[config.mk]
export PLATFORM = sky130hd
export DESIGN_NAME = vdp_cpu_port
export DESIGN_NICKNAME = d
export VERILOG_FILES = /design/src/rtl/vdp_cpu_port_pkg.sv /design/src/rtl/vdp_reg_file.sv /design/src/rtl/vdp_cpu_port.sv
export SDC_FILE = /design/constraint.sdc
export NUM_CORES = 1
export LEC_CHECK = 0
export CAP_MARGIN = 30
export CORE_MARGIN = 4
export CORE_UTILIZATION = 45
export DETAILED_ROUTE_END_ITERATION = 10
export GPL_ROUTABILITY_DRIVEN = 0
export PLACE_DENSITY = 0.79
export SKIP_CTS_REPAIR_TIMING = 1
export SLEW_MARGIN = 20
export SYNTH_ARGS = -nofsm -noshare
export SYNTH_HDL_FRONTEND = slang
export SYNTH_SLANG_ARGS = --single-unit
[constraint.sdc]
create_clock -name i_clk -period 5.25 [get_ports i_clk]
set_clock_uncertainty 0.15 [all_clocks]
set_input_delay 0.7875 -clock i_clk [delete_from_list [all_inputs] [get_ports i_clk]]
set_output_delay 0.7875 -clock i_clk [all_outputs]
set_load 0.02 [all_outputs]
[src/rtl/vdp_cpu_port_pkg.sv]
// Shared constants for the VDP CPU port: access codes, register count and reset image,
// prefetch FSM states and status bit positions.
package vdp_cpu_port_pkg;

   localparam int unsigned NUM_REGS = 11;
   localparam int unsigned ADDR_W   = 14;
   localparam int unsigned CRAM_W   = 6;

   typedef enum logic [1:0] {
      CodeVrd  = 2'd0,
      CodeVwr  = 2'd1,
      CodeReg  = 2'd2,
      CodeCram = 2'd3
   } code_e;

   typedef enum logic [1:0] {
      StIdle,
      StRdAddr,
      StRdWait,
      StRdCap
   } pf_state_e;

   // Status bits [6:5] are sprite flags and read as zero until a sprite engine exists.
   localparam int unsigned STAT_FRAME = 7;

   // Interrupt enables: r1[5] gates the frame interrupt, r0[4] the line interrupt.
   localparam int unsigned IE_FRAME_BIT = 8 + 5;
   localparam int unsigned IE_LINE_BIT  = 4;

   // {r10..r0}
   localparam logic [NUM_REGS*8-1:0] REG_RESET = {
      8'hFF, 8'h00, 8'h00, 8'h00, 8'hFF, 8'hFF, 8'hFF, 8'hFF, 8'hFF, 8'hE2, 8'h26
   };

endpackage

[src/rtl/vdp_reg_file.sv]
// VDP register file: NUM_REGS x 8 bits with a single write port and a flattened read-out.
module vdp_reg_file
   import vdp_cpu_port_pkg::*;
(
   input  logic                  i_clk,
   input  logic                  i_rst_n,
   input  logic                  i_we,
   input  logic [3:0]            i_idx,
   input  logic [7:0]            i_wdata,
   output logic [NUM_REGS*8-1:0] o_regs
);

   logic [7:0] r_regs [NUM_REGS];

   always_ff @(posedge i_clk or negedge i_rst_n) begin
      if (!i_rst_n) begin
         for (int i = 0; i < NUM_REGS; i++) begin
            r_regs[i] <= REG_RESET[i*8 +: 8];
         end
      end else if (i_we && (32'(i_idx) < NUM_REGS)) begin
         r_regs[i_idx] <= i_wdata;
      end
   end

   always_comb begin
      o_regs = '0;
      for (int i = 0; i < NUM_REGS; i++) begin
         o_regs[i*8 +: 8] = r_regs[i];
      end
   end

endmodule

[src/rtl/vdp_cpu_port.sv]
// Z80 side of the VDP: decodes control/data port strobes into VRAM/CRAM/register writes,
// runs the VRAM read prefetch, and owns the status register and /INT.
module vdp_cpu_port
   import vdp_cpu_port_pkg::*;
(
   input  logic                  i_clk,
   input  logic                  i_rst_n,
   input  logic                  i_ctrl_wr,
   input  logic                  i_ctrl_rd,
   input  logic                  i_data_wr,
   input  logic                  i_data_rd,
   input  logic [7:0]            i_cpu_di,
   output logic [7:0]            o_cpu_do,
   output logic                  o_busy,
   output logic                  o_drop,
   output logic [ADDR_W-1:0]     o_vram_addr,
   output logic [7:0]            o_vram_di,
   output logic                  o_vram_we,
   input  logic [7:0]            i_vram_do,
   output logic [CRAM_W-1:0]     o_cram_addr,
   output logic [7:0]            o_cram_di,
   output logic                  o_cram_we,
   output logic [NUM_REGS*8-1:0] o_regs,
   input  logic                  i_frame_int,
   input  logic                  i_line_int,
   output logic                  o_irq_n
);

   pf_state_e             r_state, w_state_d;
   code_e                 r_code;
   logic [ADDR_W-1:0]     r_addr, r_wr_addr;
   logic [7:0]            r_rbuf, r_cpu_do, r_vram_di, r_cram_di;
   logic [CRAM_W-1:0]     r_cram_addr;
   logic                  r_second, r_frame, r_line_pend, r_irq_n, r_drop, r_vram_we, r_cram_we;
   logic                  w_busy, w_acc_cw, w_acc_dw, w_acc_dr, w_acc_cr, w_drop;
   logic                  w_pf_start, w_reg_we, w_frame_d, w_line_d;
   logic [7:0]            w_status;
   logic [NUM_REGS*8-1:0] w_regs;

   always_comb begin
      w_busy   = (r_state != StIdle);
      w_acc_cw = ~w_busy & i_ctrl_wr;
      w_acc_dw = ~w_busy & i_data_wr & ~i_ctrl_wr;
      w_acc_dr = ~w_busy & i_data_rd & ~i_ctrl_wr & ~i_data_wr;
      w_acc_cr = ~w_busy & i_ctrl_rd & ~i_ctrl_wr & ~i_data_wr & ~i_data_rd;
      // Busy drops everything; otherwise every strobe below the winner is dropped.
      if (w_busy) begin
         w_drop = i_ctrl_wr | i_data_wr | i_data_rd | i_ctrl_rd;
      end else begin
         w_drop = (i_ctrl_wr & (i_data_wr | i_data_rd | i_ctrl_rd))
                | (i_data_wr & (i_data_rd | i_ctrl_rd))
                | (i_data_rd & i_ctrl_rd);
      end
      w_pf_start = (w_acc_cw & r_second & (code_e'(i_cpu_di[7:6]) == CodeVrd)) | w_acc_dr;
      w_reg_we   = w_acc_cw & r_second & (code_e'(i_cpu_di[7:6]) == CodeReg);
      // A new interrupt wins over a clearing status read in the same cycle.
      w_frame_d  = (r_frame & ~w_acc_cr) | i_frame_int;
      w_line_d   = (r_line_pend & ~w_acc_cr) | i_line_int;
      w_status             = '0;
      w_status[STAT_FRAME] = r_frame;
   end

   always_comb begin
      w_state_d = r_state;
      case (r_state)
         StIdle:   if (w_pf_start) w_state_d = StRdAddr;
         StRdAddr: w_state_d = StRdWait;
         StRdWait: w_state_d = StRdCap;
         StRdCap:  w_state_d = StIdle;
         default:  w_state_d = StIdle;
      endcase
   end

   always_ff @(posedge i_clk or negedge i_rst_n) begin
      if (!i_rst_n) begin
         r_state <= StIdle;
      end else begin
         r_state <= w_state_d;
      end
   end

   always_ff @(posedge i_clk or negedge i_rst_n) begin
      if (!i_rst_n) begin
         r_code      <= CodeVrd;
         r_addr      <= '0;
         r_wr_addr   <= '0;
         r_second    <= 1'b0;
         r_rbuf      <= '0;
         r_cpu_do    <= '0;
         r_vram_di   <= '0;
         r_vram_we   <= 1'b0;
         r_cram_addr <= '0;
         r_cram_di   <= '0;
         r_cram_we   <= 1'b0;
         r_drop      <= 1'b0;
         r_frame     <= 1'b0;
         r_line_pend <= 1'b0;
         r_irq_n     <= 1'b1;
      end else begin
         r_vram_we   <= 1'b0;
         r_cram_we   <= 1'b0;
         r_drop      <= w_drop;
         r_frame     <= w_frame_d;
         r_line_pend <= w_line_d;
         r_irq_n     <= ~((w_frame_d & w_regs[IE_FRAME_BIT]) | (w_line_d & w_regs[IE_LINE_BIT]));
         if (w_acc_cw) begin
            if (!r_second) begin
               r_addr[7:0] <= i_cpu_di;
               r_second    <= 1'b1;
            end else begin
               r_code              <= code_e'(i_cpu_di[7:6]);
               r_addr[ADDR_W-1:8]  <= i_cpu_di[5:0];
               r_second            <= 1'b0;
            end
         end else if (w_acc_dw) begin
            r_second <= 1'b0;
            r_rbuf   <= i_cpu_di;
            if (r_code == CodeCram) begin
               r_cram_we   <= 1'b1;
               r_cram_addr <= r_addr[CRAM_W-1:0];
               r_cram_di   <= i_cpu_di;
            end else begin
               r_vram_we <= 1'b1;
               r_wr_addr <= r_addr;
               r_vram_di <= i_cpu_di;
            end
            r_addr <= r_addr + 14'd1;
         end else if (w_acc_dr) begin
            r_second <= 1'b0;
            r_cpu_do <= r_rbuf;
         end else if (w_acc_cr) begin
            r_second <= 1'b0;
            r_cpu_do <= w_status;
         end
         if (r_state == StRdCap) begin
            r_rbuf <= i_vram_do;
            r_addr <= r_addr + 14'd1;
         end
      end
   end

   vdp_reg_file u_reg_file (
      .i_clk   (i_clk),
      .i_rst_n (i_rst_n),
      .i_we    (w_reg_we),
      .i_idx   (i_cpu_di[3:0]),
      .i_wdata (r_addr[7:0]),
      .o_regs  (w_regs)
   );

   // The read address is held for the whole prefetch so i_vram_do stays valid into StRdCap.
   assign o_vram_addr = w_busy ? r_addr : r_wr_addr;
   assign o_vram_di   = r_vram_di;
   assign o_vram_we   = r_vram_we;
   assign o_cram_addr = r_cram_addr;
   assign o_cram_di   = r_cram_di;
   assign o_cram_we   = r_cram_we;
   assign o_cpu_do    = r_cpu_do;
   assign o_busy      = w_busy;
   assign o_drop      = r_drop;
   assign o_irq_n     = r_irq_n;
   assign o_regs      = w_regs;

endmodule
* Word level (Yosys, flattened, before mapping)
Cells that the tools add are included.
Storage, ports and cells: memory bits (writable) 0, memories 0, logic and storage cells 127, bits in latches 0, register bits 165, ROM bits 0, output and inout bits 137
Cells by class: bitwise gates (word level) 42, reduce and logical (&&, ||, !) cells 16, eq/ne operators 9, shift-type cells 0, $lt $le $gt $ge 3, multiply operators 0, div/mod/pow operators 0, mux-type cells 28, $add $sub $neg 1
Operators by type and width (count):
- $bwmux W88 | 1
- $mux W14 | 4
- $mux W8 | 7
- $demux W8 S4 | 1
- $and A1 B1 Y1 | 20
- $add A14 B1 Y14 const B | 1
- $mux W1 | 12
- $or A1 B1 Y1 | 12
- $not A1 Y1 | 9
- $reduce_and A3 Y1 | 3
- $eq A2 B2 Y1 const B | 4
- $pmux W2 S4 | 1
- $reduce_and A2 Y1 | 4
- $mux W6 | 1
- $ne A3 B2 Y1 const B | 2
- $reduce_bool A2 Y1 | 3
- $ge A5 B5 Y1 const B | 1
- $lt A5 B1 Y1 const B | 1
- $not A4 Y5 | 1
- $logic_not A2 Y1 | 2
- $lt A4 B4 Y1 const B | 1
- $reduce_bool A4 Y1 | 1
- $reduce_bool A3 Y1 | 1
- $eq A2 B1 Y1 const B | 1
- other kinds (4) | 5

* Logic depth before layout (Yosys ltp)
depth after elaboration 12, gate-level depth with buffers 9, gate-level depth less buffers 6

* By module
A second synthesis with hierarchy kept.
Second synthesis, totals: cell total of the unflattened synthesis 513, area, all modules 7056.8 sq um
By module, submodules not included:
- vdp_cpu_port | times used 1, sequential area each 1928.1 sq um, area an instance 3632.2 sq um, cells each 308
- vdp_reg_file | times used 1, sequential area each 2270.9 sq um, area an instance 3424.5 sq um, cells each 205

* Worst setup path before layout
No wires, ideal clock.
kind reg2out, start point register r_state[0], end point output o_vram_addr[0], cell stages (with the launch flop) 7, buffers on the path 3, data arrival time 1801 ps, path slack 2512 ps, cells stage by stage dfrtp_1 > inv_1 > ha_1 > buf_2 > clkbuf_1 > buf_1 > mux2_2
On the way: word-level cells in the longest chain between the ends 2
RTL lines:
- from (decl) | line vdp_cpu_port.sv:29 | pf_state_e r_state, w_state_d;
- from (signal assigned) | line vdp_cpu_port.sv:76 | r_state <= StIdle;
- from (signal assigned) | line vdp_cpu_port.sv:78 | r_state <= w_state_d;
- $reduce_bool A2 Y1 | line vdp_cpu_port.sv:41 | w_busy = (r_state != StIdle);
- $mux W14 | line vdp_cpu_port.sv:152 | assign o_vram_addr = w_busy ? r_addr : r_wr_addr;
- to (decl) | line vdp_cpu_port.sv:16 | output logic [ADDR_W-1:0] o_vram_addr,
No other way between the ends.

* Worst setup path after layout
start point register r_state[0], end point output o_vram_addr[7]
The elaborated chain is that of the path after synthesis.

==> reports/results.txt <==
The flow ran to the end, and the final reports show no timing, DRC or antenna violations. Input and output buffers added on the ports amount to 160. The run gives 24.3% as the fraction of power consumed by the clock network.

The tightest slew margin relative to the limit was 35.3%; the part of the power in registers was 39.6%. The maximum fanout encountered on the critical timing path works out to 33. Counting instances in the post-synthesis netlist gives the leading cell types as sky130_fd_sc_hd__mux2_2, sky130_fd_sc_hd__dfrtp_1, sky130_fd_sc_hd__dfstp_2. The first global-routing pass estimated 29500 µm of wire. Fraction of final layout cells sized beyond drive strength 1: 32.8%.

The biggest cell delay along the critical path is 0.58 ns. The post-placement setup slack is 1.83 ns. In this run the worst hold path is classified as in2async. On the critical path, the stage with the largest delay is an instance of sky130_fd_sc_hd__clkdlybuf4s50_1. Once routing completed, OpenROAD measured the worst setup slack at 1.90 ns. The number of nets produced by synthesis came out at 572.

Setup repair after global routing left no endpoint under its margin. The die covers 17900 µm². The tools report the number of DRC markers in iteration 0 as 248. Timing would allow up to 299 MHz.

The vertical die dimension was 134 µm; the TritonCTS buffer count was 17. After synthesis the netlist holds a flip-flop and latch count of 165. At the end of the flow the core is filled with cells to 61.7%.

The critical path goes through inv_1 > ha_1 > buf_4 > mux2_2 > clkdlybuf4s50_1. The tree built by TritonCTS fans out to 165 sinks. The count of pins over their slew limit is 0, and the portion of the post-synthesis area used by sequential elements is 59.1%.

The initial antenna violation count was 0; the number of DRC violations after detailed routing was 0. Via density per instance: 5.48. The run gives 46.4% as the starting density of the core. The via count of the first global-routing pass is 5383, and the top-area cell type share of the netlist area is 38.4%. The floorplan step set the die width to 134 µm. Entering global routing, the biggest net connects 65 pins. The deepest clock path buffer count is 2, and the post-place instance area is 8890 µm². For this run, the leading register cell type out of synthesis is sky130_fd_sc_hd__dfrtp_1.

The warning count from the yosys run is 0, and the hold violation count in the final report is 0. The biggest area contributor in the post-synthesis netlist is sky130_fd_sc_hd__dfrtp_1. The logs give 9460 µm² for the post-route cell area and 2.41 ns for the data arrival time at the worst-slack endpoint. The worst setup path is launched from a flop.

Averaged over all synthesized cells, the footprint is 13.1 µm². The transition at the pin with the smallest max-transition slack works out to 0.970 ns. The fraction of power spent switching nets was 35.6%. The routed via count is 5018, and the share of async-settable or async-resettable flops after synthesis is 100%. TritonCTS built the clock tree.

The tools report the net count reported at finish as 720. Summed over all cells, the static leakage comes to 0.00416 µW. In this run the core area contains 45 standard-cell rows. The worst hold slack after final layout is 0.207 ns. The internal power summed over all cells is 3170 µW, and the total of endpoints with negative setup slack in the final report is 0. Counting every instance in the synthesized netlist gives 543. Compared with the post-synthesis result, the final layout area differs by 33.1%.

For the net switching power figure, the log shows 1750 µW. Counting flops with a built-in enable in the synthesized netlist gives 0. Across the run, the number of max-cap violations was 0. sky130_fd_sc_hd__mux2_2 is the most common cell in the netlist. The total overflow left after global routing is 0.

The core footprint was 15300 µm²; the placed wire-length estimate after detailed placement was 12700 µm. The run gives 0 ns as the total negative setup slack. In this run, the combinational gates consume 36.1% of the power.

The later pin in the worst-skew pair is clocked with a latency of 0.42 ns. The clock transition time at the flip-flop clock pins of the worst setup and hold paths was 0.06 ns. The cell at the root of the clock tree is sky130_fd_sc_hd__clkbuf_16. The worst path buffer plus inverter count works out to 3.

After detailed routing, the average wire length per cell comes to 20.4 µm. Across every metal layer, demand over resource in global routing totals 21.4%. VDD sags by at most 0.235 mV. For the finished layout, the period the worst path requires is 3.35 ns. The total wire length after detailed routing is 18700 µm, and the antenna violation net count after detailed routing is 0. The cell family contributing the most delay on the critical path is buffers and inverters.

By area the synthesized netlist is led by sky130_fd_sc_hd__dfrtp_1, sky130_fd_sc_hd__dfstp_2, sky130_fd_sc_hd__mux2_2. The final critical-path share of the clock period came out at 63.8%. The power density relative to cell area works out to 520 nW/µm². The first TritonRoute pass finished after 4 iterations. The number of antenna diodes in the final layout is 0. The tools report the total number of H-tree levels as 4. The tools report the number of placed I/O pins as 161. Synthesis instantiated 49 different standard cells from the library.

The cell area that synthesis handed to floorplanning was 7100 µm². STA puts the critical path data required time at 4.31 ns. STA classifies the critical path endpoint as an output pin. The critical path in this run is classified as reg2out.
[worst paths after layout]
path | start | slack (ns) | depth (start not counted) | end
worst max-delay path | r_state[0] | 1.90 | 5 | o_vram_addr[7]
worst min-delay path | i_rst_n | 0.21 | 1 | o_vram_di[5]
worst max register to register | r_state[0] | 2.32 | 7 | u_reg_file.o_regs[87]
worst min register to register | r_rbuf[2] | 0.32 | 2 | o_cpu_do[2]
max in group asynchronous | i_rst_n | 3.45 | 3 | u_reg_file.o_regs[57]
min in group i_clk | r_rbuf[2] | 0.32 | 2 | o_cpu_do[2]
[registers in the layout, indices dropped and copies added (netlist names), 2 cells and up]
signal and flops:
o_cram_addr 6, o_cram_di 8, r_code 2, o_vram_di 8, o_cpu_do 8, r_wr_addr 14, r_addr 14, r_state 2
r_rbuf 8, u_reg_file.o_regs 88
[layer usage]
metal  wire length, µm  global-route usage, %
met5                 0                      0
met4               340                   6.97
met3              1680                   9.06
met2              8890                   33.8
met1              7760                   26.6
[power groups by stage]
stage                     Combinational [µW]  Sequential (µW)  Clock (µW)
after floorplan                          928             1980           0
after global placement                  1720             1940           0
after detailed placement                1780             1960           0
after CTS                               1790             1950        1220
after global routing                    1910             1990        1280
final                                   1770             1950        1190
[metrics by stage]
| step | power, µW | std cells |
|---|---|---|
| after floorplan | 2910 | 543 |
| after global placement | 3660 | 882 |
| after detailed placement | 3740 | 883 |
| after CTS | 4950 | 915 |
| after global routing | 5180 | 915 |
| final | 4920 | 915 |
[worst register-to-register path, cell delays in order (launching register included)]
cell	delay (ns)
sky130_fd_sc_hd__dfrtp_1	0.38
sky130_fd_sc_hd__inv_1	0.13
sky130_fd_sc_hd__ha_1	0.16
sky130_fd_sc_hd__buf_4	0.35
sky130_fd_sc_hd__nand4b_2	0.21
sky130_fd_sc_hd__or3_1	0.41
sky130_fd_sc_hd__or4_1	0.68
sky130_fd_sc_hd__mux2_4	0.39
[cell type report]
cell class,count,area [µm²]
clock buffers,26,533
clock inverters,6,35.0
repair buffers,166,1670
well taps,211,264
multi-input cells,329,2710
flip-flops and latches,165,4200
fillers,1260,5860
inverters,12,45.0
[cells by family (layout without fill, tap and decap cells)]
kind of cell | count (synthesis) | count (layout) | synth area share, %
flip-flops | 165 | 165 | 59.1
buffers and inverters | 49 | 210 | 2.69
AND/OR/NAND/NOR | 112 | 112 | 7.98
multiplexers | 144 | 144 | 23.1
adder cells (fa/ha/maj) | 6 | 6 | 1.02
AO/OA/AOI/OAI | 67 | 67 | 6.11
[layout by cell type (no fill, tap or decap), types with 4 or more instances in the layout]
| master | n |
|---|---|
| sky130_fd_sc_hd__o22ai_1 | 8 |
| sky130_fd_sc_hd__clkdlybuf4s50_1 | 159 |
| sky130_fd_sc_hd__a22oi_1 | 5 |
| sky130_fd_sc_hd__mux2_4 | 8 |
| sky130_fd_sc_hd__nor3_1 | 5 |
| sky130_fd_sc_hd__mux2i_1 | 10 |
| sky130_fd_sc_hd__nor2_1 | 10 |
| sky130_fd_sc_hd__ha_1 | 5 |
| sky130_fd_sc_hd__dfstp_2 | 56 |
| sky130_fd_sc_hd__nor2b_1 | 4 |
| sky130_fd_sc_hd__inv_1 | 12 |
| sky130_fd_sc_hd__nand3_1 | 17 |
| sky130_fd_sc_hd__mux2_2 | 126 |
| sky130_fd_sc_hd__clkbuf_16 | 20 |
| sky130_fd_sc_hd__nand2_1 | 47 |
| sky130_fd_sc_hd__a31oi_1 | 4 |
| sky130_fd_sc_hd__dfrtp_1 | 109 |
| sky130_fd_sc_hd__nand4_1 | 5 |
| sky130_fd_sc_hd__a21oi_1 | 10 |
| sky130_fd_sc_hd__inv_4 | 4 |
| sky130_fd_sc_hd__o22a_1 | 4 |
| sky130_fd_sc_hd__o21ai_0 | 20 |
| sky130_fd_sc_hd__clkbuf_1 | 5 |
| sky130_fd_sc_hd__and3_1 | 6 |
| sky130_fd_sc_hd__buf_4 | 5 |
No activity file was read; power rests on OpenSTA's default activity.
